--- config.mk ---
export PLATFORM = sky130hd
export DESIGN_NAME = uart_digits_tx
export DESIGN_NICKNAME = d
export VERILOG_FILES = /design/src/rtl/uart_pkg.sv /design/src/rtl/uart_byte_tx.sv /design/src/rtl/uart_digits_tx.sv
export SDC_FILE = /design/constraint.sdc
export NUM_CORES = 1
export LEC_CHECK = 0
export CELL_PAD_IN_SITES_DETAIL_PLACEMENT = 1
export CELL_PAD_IN_SITES_GLOBAL_PLACEMENT = 1
export CORE_ASPECT_RATIO = 1.2
export CORE_MARGIN = 10
export CORE_UTILIZATION = 25
export CTS_BUF_LIST = sky130_fd_sc_hd__clkbuf_8
export DETAILED_ROUTE_END_ITERATION = 6
export DONT_BUFFER_PORTS = 1
export GPL_TIMING_DRIVEN = 0
export HOLD_SLACK_MARGIN = 0.06
export PLACE_DENSITY_LB_ADDON = 0.25
export SLEW_MARGIN = 10
export SYNTH_ARGS = -nofsm -noshare
export SYNTH_HDL_FRONTEND = slang
export SYNTH_SLANG_ARGS = --single-unit
--- constraint.sdc ---
create_clock -name iclk -period 2.5 [get_ports iclk]
set_clock_uncertainty 0.1 [all_clocks]
set_input_delay 0.25 -clock iclk [delete_from_list [all_inputs] [get_ports iclk]]
set_output_delay 0.25 -clock iclk [all_outputs]
set_load 0.01 [all_outputs]
--- src/rtl/uart_pkg.sv ---
// uart_pkg
//   Definitions shared by the lab5 UART transmit and receive paths.
//   Holds the frame format constants and the FSM state encodings.
//   There are no ports; modules pull this in with import uart_pkg::*.
package uart_pkg;

  localparam int FRAME_DATA_BITS = 8;
  localparam int DIGIT_W         = 4;
  localparam logic IDLE_LEVEL    = 1'b1;

  localparam logic [2:0] ST_IDLE  = 3'd0;
  localparam logic [2:0] ST_START = 3'd1;
  localparam logic [2:0] ST_DATA  = 3'd2;
  localparam logic [2:0] ST_STOP  = 3'd3;
  localparam logic [2:0] ST_GAP   = 3'd4;

endpackage

--- src/rtl/uart_byte_tx.sv ---
// uart_byte_tx
//   Serializes one byte as an 8N1 frame: start(0), data bits LSB first, stop(1).
//   Every bit is held CLKS_PER_BIT clock cycles.
// Ports
//   clk_i    in   1  clock
//   rst_i    in   1  synchronous, active-high reset
//   load_i   in   1  accept byte_i when ready_o is high
//   byte_i   in   8  byte to send
//   ready_o  out  1  a load is accepted this cycle
//   tx_o     out  1  registered serial line, idle high
module uart_byte_tx
  import uart_pkg::*;
#(
  parameter int CLKS_PER_BIT = 10
) (
  input  logic                       clk_i,
  input  logic                       rst_i,
  input  logic                       load_i,
  input  logic [FRAME_DATA_BITS-1:0] byte_i,
  output logic                       ready_o,
  output logic                       tx_o
);

  localparam int BAUD_W = (CLKS_PER_BIT > 1) ? $clog2(CLKS_PER_BIT) : 1;
  localparam logic [BAUD_W-1:0] BAUD_LAST = BAUD_W'(CLKS_PER_BIT - 1);
  localparam logic [2:0] BIT_LAST = 3'(FRAME_DATA_BITS - 1);

  logic [2:0]                 state_q, state_d;
  logic [BAUD_W-1:0]          baud_q, baud_d;
  logic [2:0]                 bit_q, bit_d;
  logic [FRAME_DATA_BITS-1:0] shift_q, shift_d;
  logic                       tx_q, tx_d;
  logic                       bitEnd;

  assign bitEnd = (baud_q == BAUD_LAST);

  // Ready is also raised in the final cycle of the stop bit, so the next
  // start bit can follow the stop bit with no idle cycle in between.
  assign ready_o = (state_q == ST_IDLE) || ((state_q == ST_STOP) && bitEnd);
  assign tx_o    = tx_q;

  // Bit sequencing: the line value for the next bit is chosen at the
  // moment the current bit expires, keeping tx_o a plain register.
  always_comb begin
    state_d = state_q;
    baud_d  = baud_q;
    bit_d   = bit_q;
    shift_d = shift_q;
    tx_d    = tx_q;
    case (state_q)
      ST_IDLE: begin
        if (load_i) begin
          state_d = ST_START;
          baud_d  = '0;
          shift_d = byte_i;
          tx_d    = 1'b0;
        end
      end
      ST_START: begin
        if (bitEnd) begin
          state_d = ST_DATA;
          baud_d  = '0;
          bit_d   = '0;
          tx_d    = shift_q[0];
          shift_d = shift_q >> 1;
        end else begin
          baud_d = baud_q + 1'b1;
        end
      end
      ST_DATA: begin
        if (bitEnd) begin
          baud_d = '0;
          if (bit_q == BIT_LAST) begin
            state_d = ST_STOP;
            tx_d    = IDLE_LEVEL;
          end else begin
            bit_d   = bit_q + 3'd1;
            tx_d    = shift_q[0];
            shift_d = shift_q >> 1;
          end
        end else begin
          baud_d = baud_q + 1'b1;
        end
      end
      ST_STOP: begin
        if (bitEnd) begin
          baud_d = '0;
          if (load_i) begin
            state_d = ST_START;
            shift_d = byte_i;
            tx_d    = 1'b0;
          end else begin
            state_d = ST_IDLE;
          end
        end else begin
          baud_d = baud_q + 1'b1;
        end
      end
      default: begin
        state_d = ST_IDLE;
        baud_d  = '0;
        tx_d    = IDLE_LEVEL;
      end
    endcase
  end

  // State registers; reset returns the line to idle immediately.
  always_ff @(posedge clk_i) begin
    if (rst_i) begin
      state_q <= ST_IDLE;
      baud_q  <= '0;
      bit_q   <= '0;
      shift_q <= '0;
      tx_q    <= IDLE_LEVEL;
    end else begin
      state_q <= state_d;
      baud_q  <= baud_d;
      bit_q   <= bit_d;
      shift_q <= shift_d;
      tx_q    <= tx_d;
    end
  end

endmodule

--- src/rtl/uart_digits_tx.sv ---
// uart_digits_tx
//   On a rising trigger edge, snapshots 2*NUM_BYTES 4-bit digits and sends them
//   as NUM_BYTES 8N1 frames, highest digit pair first, with GAP_BITS idle bit
//   periods between frames.
// Ports
//   iclk            in   1   clock
//   transmit_reset  in   1   synchronous, active-high reset
//   transmit_trig   in   1   level trigger; rising edge starts a burst
//   digits_in       in   32  digit k = digits_in[4k+3:4k]
//   uart_transmit   out  1   serial line, idle high
//   busy            out  1   high while a burst is on the line
//   done            out  1   one-cycle pulse after the last stop bit
module uart_digits_tx
  import uart_pkg::*;
#(
  parameter int CLKS_PER_BIT = 10,
  parameter int NUM_BYTES    = 4,
  parameter int GAP_BITS     = 1
) (
  input  logic                             iclk,
  input  logic                             transmit_reset,
  input  logic                             transmit_trig,
  input  logic [2*NUM_BYTES*DIGIT_W-1:0]   digits_in,
  output logic                             uart_transmit,
  output logic                             busy,
  output logic                             done
);

  localparam int DATA_W = NUM_BYTES * FRAME_DATA_BITS;
  localparam int BIDX_W = (NUM_BYTES > 1) ? $clog2(NUM_BYTES) : 1;
  localparam int GAP_W  = (GAP_BITS > 0) ? $clog2(GAP_BITS + 1) : 1;
  localparam int BAUD_W = (CLKS_PER_BIT > 1) ? $clog2(CLKS_PER_BIT) : 1;
  localparam logic [BIDX_W-1:0] BYTE_LAST = BIDX_W'(NUM_BYTES - 1);
  localparam logic [GAP_W-1:0]  GAP_LAST  = GAP_W'((GAP_BITS > 0) ? GAP_BITS - 1 : 0);
  localparam logic [BAUD_W-1:0] BAUD_LAST = BAUD_W'(CLKS_PER_BIT - 1);

  // ST_START here stands for "a frame is in the serializer"; the START,
  // DATA and STOP sub-steps live in uart_byte_tx.
  logic [2:0]                 state_q, state_d;
  logic                       trig_q, armed_q;
  logic [DATA_W-1:0]          shadow_q, shadow_d;
  logic [BIDX_W-1:0]          byte_idx_q, byte_idx_d;
  logic [BAUD_W-1:0]          gap_baud_q, gap_baud_d;
  logic [GAP_W-1:0]           gap_cnt_q, gap_cnt_d;
  logic                       busy_q, busy_d;
  logic                       done_q, done_d;
  logic                       start;
  logic                       txLoad, txReady, selFromInput;
  logic [BIDX_W-1:0]          selIdx;
  logic [DATA_W-1:0]          srcWord;
  logic [FRAME_DATA_BITS-1:0] txByte;

  // armed_q keeps a trigger that is already high when reset releases from
  // counting as an edge; the trigger must be seen low first.
  assign start = transmit_trig && !trig_q && armed_q;

  // Burst sequencing. The first byte comes straight from digits_in because
  // the shadow copy is only written on the same edge.
  always_comb begin
    state_d      = state_q;
    shadow_d     = shadow_q;
    byte_idx_d   = byte_idx_q;
    gap_baud_d   = gap_baud_q;
    gap_cnt_d    = gap_cnt_q;
    busy_d       = busy_q;
    done_d       = 1'b0;
    txLoad       = 1'b0;
    selFromInput = 1'b0;
    selIdx       = '0;
    case (state_q)
      ST_IDLE: begin
        if (start) begin
          state_d      = ST_START;
          shadow_d     = digits_in;
          byte_idx_d   = '0;
          busy_d       = 1'b1;
          txLoad       = 1'b1;
          selFromInput = 1'b1;
        end
      end
      ST_START: begin
        if (txReady) begin
          if (byte_idx_q == BYTE_LAST) begin
            state_d = ST_IDLE;
            busy_d  = 1'b0;
            done_d  = 1'b1;
          end else begin
            byte_idx_d = byte_idx_q + 1'b1;
            if (GAP_BITS == 0) begin
              txLoad = 1'b1;
              selIdx = byte_idx_q + 1'b1;
            end else begin
              state_d    = ST_GAP;
              gap_baud_d = '0;
              gap_cnt_d  = '0;
            end
          end
        end
      end
      ST_GAP: begin
        if (gap_baud_q == BAUD_LAST) begin
          gap_baud_d = '0;
          if (gap_cnt_q == GAP_LAST) begin
            state_d = ST_START;
            txLoad  = 1'b1;
            selIdx  = byte_idx_q;
          end else begin
            gap_cnt_d = gap_cnt_q + 1'b1;
          end
        end else begin
          gap_baud_d = gap_baud_q + 1'b1;
        end
      end
      default: begin
        state_d = ST_IDLE;
        busy_d  = 1'b0;
      end
    endcase
  end

  // Frame j carries the digit pair at the top of the word first.
  always_comb begin
    srcWord = selFromInput ? digits_in : shadow_q;
    txByte  = '0;
    for (int j = 0; j < NUM_BYTES; j++) begin
      if (selIdx == BIDX_W'(j)) begin
        txByte = srcWord[DATA_W - FRAME_DATA_BITS*(j+1) +: FRAME_DATA_BITS];
      end
    end
  end

  always_ff @(posedge iclk) begin
    if (transmit_reset) begin
      state_q    <= ST_IDLE;
      trig_q     <= 1'b0;
      armed_q    <= 1'b0;
      shadow_q   <= '0;
      byte_idx_q <= '0;
      gap_baud_q <= '0;
      gap_cnt_q  <= '0;
      busy_q     <= 1'b0;
      done_q     <= 1'b0;
    end else begin
      state_q    <= state_d;
      trig_q     <= transmit_trig;
      armed_q    <= armed_q || !transmit_trig;
      shadow_q   <= shadow_d;
      byte_idx_q <= byte_idx_d;
      gap_baud_q <= gap_baud_d;
      gap_cnt_q  <= gap_cnt_d;
      busy_q     <= busy_d;
      done_q     <= done_d;
    end
  end

  uart_byte_tx #(
    .CLKS_PER_BIT(CLKS_PER_BIT)
  ) u_byte_tx (
    .clk_i  (iclk),
    .rst_i  (transmit_reset),
    .load_i (txLoad),
    .byte_i (txByte),
    .ready_o(txReady),
    .tx_o   (uart_transmit)
  );

  assign busy = busy_q;
  assign done = done_q;

endmodule

==> results.yml <==
run_status:
  status: "completed"
timing:
  hold_viol_final: 0
  final-setup-viol-count: 0
  fin_crit_sh: 0.901
  worst_slew_pin_slew_ns: 0.649
  fin_ws_ns: 0.248
  rsz0062_at_grt: "no"
  drv_slew: 0
  fin_crit_ns: 2.25
  fmax_mhz: 444
  slew_headroom: 0.567
  tns_ns: 0
  hold_ws_ns: 0.0670
clock_tree:
  cts_sinks: 62
  htree_levels: 3
  cts_tree: "yes"
  clk_path_buf_depth: 2
  cts_root_buf: "clkbuf_8"
  numCtsBuffers: 9
  insertion_delay_ns: 0.36
  clk_pin_slew_ns: 0.07
yosys:
  synthArstFlopShare: 0
  syn_area_per_cell_sq_um: 8.81
  synth.top_cell.area_share: 0.395
  seq_area_frac_synth: 0.395
  synth.cell_area_sq_um: 3150
  yosys-top-cells-area: "dfxtp_1 (39%), a21oi_1 (6.4%), nand2_1 (5.0%)"
  yosysTopAreaCell: "dfxtp_1"
  yosys_warnings: 0
  synth_cells: 357
  syn_nets: 402
  synth_edf_count: 0
  ys_types: 57
  ys_ff_latch: 62
  synth_flop_cell: "dfxtp_1"
global_route:
  grt_max_degree: 11
  grt_usage: 0.121
  first_global_vias: 2970
  grt_overflow: 0
  grt_antenna_before_repair: 2
  grt_pass1_wl_mm: 16.5
route:
  drc: 0
  firstDrtPassIters: 4
  initialDrtViolationCount: 150
  dr_total_vias: 2820
  drtAntennaViolNets: 0
  avgViaCountPerCell: 5.04
  wire_per_inst_microns: 18.1
  routed_wl_mm: 10.1
worst_hold_path:
  min_to: "shadow_q[4]$_SDFFE_PP0N_"
  hold_start: "digits_in[4]"
  min_path_type: "in -> reg"
  hold_path_depth: 2
power:
  irDropWorstVdd_uv: 277
  power_per_cell_area_nw_per_um2: 703
  p_leak_nw: 1.38
  finalPower_mw: 2.66
floorplan:
  die_h_microns: 143
  initial_core_util: 0.257
  die_w_microns: 122
  die_area_sq_um: 17500
  core_area_sq_um: 12200
  ios: 38
  rows: 44
setup_path:
  worstSetupPathType: "reg -> reg"
  critPathRequiredTime_ns: 2.69
  rr_worst_depth: 6
  timing.rr.start: "u_byte_tx.state_q[1]$_SDFFE_PP0P_"
  cp-end-kind: "flop"
  r2r-end: "u_byte_tx.shift_q[7]$_SDFFE_PP0P_"
  ff2ff_setup_slack_ns: 0.25
  arrival_ns: 2.44
  cp_max_fo: 10
  start_kind: "flop"
layout:
  syn_to_final_growth_pct: 20.0
  finish.net_count: 436
  final_common_cell: "dfxtp_1"
  finalNonFillerCells: 560
  finish.utilization: 0.309
  layout_common_cells: "dfxtp_1 (62), nand2_1 (42), a21oi_1 (40)"
  final_cell_area_sq_um: 3780
  layout-drive-gt1-share: 0.124
place:
  portBuffers: 0
  placed_cells: 518
  gp_congestion: 0.789
  placed_area_sq_um: 3350
  hpwl_mm: 7.41
  post-place-ws_ns: -0.0749
run:
  maxCapViolations: 0
[worst max path at each step]
stage | from | endpoint | slack (ns)
after floorplan | u_byte_tx.state_q[0]$_SDFFE_PP0P_ | u_byte_tx.shift_q[1]$_SDFFE_PP0P_ | 0.57
after global placement | gap_baud_q[0]$_SDFFE_PP0P_ | u_byte_tx.shift_q[0]$_SDFFE_PP0P_ | -0.16
after detailed placement | gap_baud_q[0]$_SDFFE_PP0P_ | u_byte_tx.shift_q[0]$_SDFFE_PP0P_ | -0.07
after CTS | gap_baud_q[0]$_SDFFE_PP0P_ | u_byte_tx.shift_q[0]$_SDFFE_PP0P_ | 0.11
after global routing | u_byte_tx.state_q[0]$_SDFFE_PP0P_ | u_byte_tx.shift_q[7]$_SDFFE_PP0P_ | 0.001
final | u_byte_tx.state_q[1]$_SDFFE_PP0P_ | u_byte_tx.shift_q[7]$_SDFFE_PP0P_ | 0.25
[registers in the layout (all words and copies together) (netlist names)]
name and cells:
shadow_q 32, u_byte_tx.shift_q 8, gap_baud_q 4, u_byte_tx.baud_q 4, u_byte_tx.bit_q 3, byte_idx_q 2
state_q 2, u_byte_tx.state_q 2, armed_q 1, busy 1, done 1, trig_q 1
u_byte_tx.tx_o 1
[per-layer routing]
metal	GRT usage	share of wire
met2	0.199	0.48
met4	0.0540	0.019
met5	0	0
met3	0.0284	0.050
met1	0.148	0.45
[critical path, cell delays in order, from the launching register on]
cell and delay (ns):
dfxtp_1 0.40, inv_1 0.11, ha_1 0.43, clkbuf_1 0.31, a2111oi_0 0.44, o211ai_1 0.21
a21oi_1 0.18
[kinds of logic (layout without fill, tap and decap cells)]
group,after synthesis,after routing,share of synthesized area
compound gates,103,103,0.222
fa+ha+maj,10,10,0.0398
buf+inv,28,67,0.0418
flops,62,62,0.395
mux,14,14,0.0640
other cells,0,3,0
simple gates,140,140,0.238
[timing repair]
action                                  CTS  global route
endpoints found under the setup margin    5             5
hold buffers                             22             0
hold endpoints to repair                 28             0
resized for setup                         1             2
pin swaps                                 0             1
gates cloned                              0             0
setup buffers                             0             1
[power by group]
group	leakage (nW)	total [mW]	switching [mW]	internal, mW
registers	0.503	1.09	0.0454	1.04
clock network	0.105	0.869	0.423	0.446
logic	0.770	0.698	0.438	0.261
[cell type report]
type	count	area [sq um]
diodes	3	7.51
plain buffers	21	105
clock buffers	9	124
clock inverters	7	57.6
fillers	1477	8450
inverters	7	26.3
multi-input cells	267	1790
flip-flops and latches	62	1240
well taps	161	201
repair buffers	23	228
[Yosys cell counts (4+ instances only)]
cell and instances:
dfxtp_1 62, nand2_1 42, a21oi_1 40, nor2_1 22
nor2b_1 20, o21ai_0 14, nand3_1 13, clkbuf_1 12
ha_1 10, mux2_2 9, a221oi_1 7, inv_1 7
and3_1 6, buf_2 6, nor3_1 6, o32ai_1 6
a21o_1 5, a32oi_1 5, nand2b_1 5, a211o_1 4
mux4_2 4, nand3b_1 4
(Power assumes the default switching activity.)
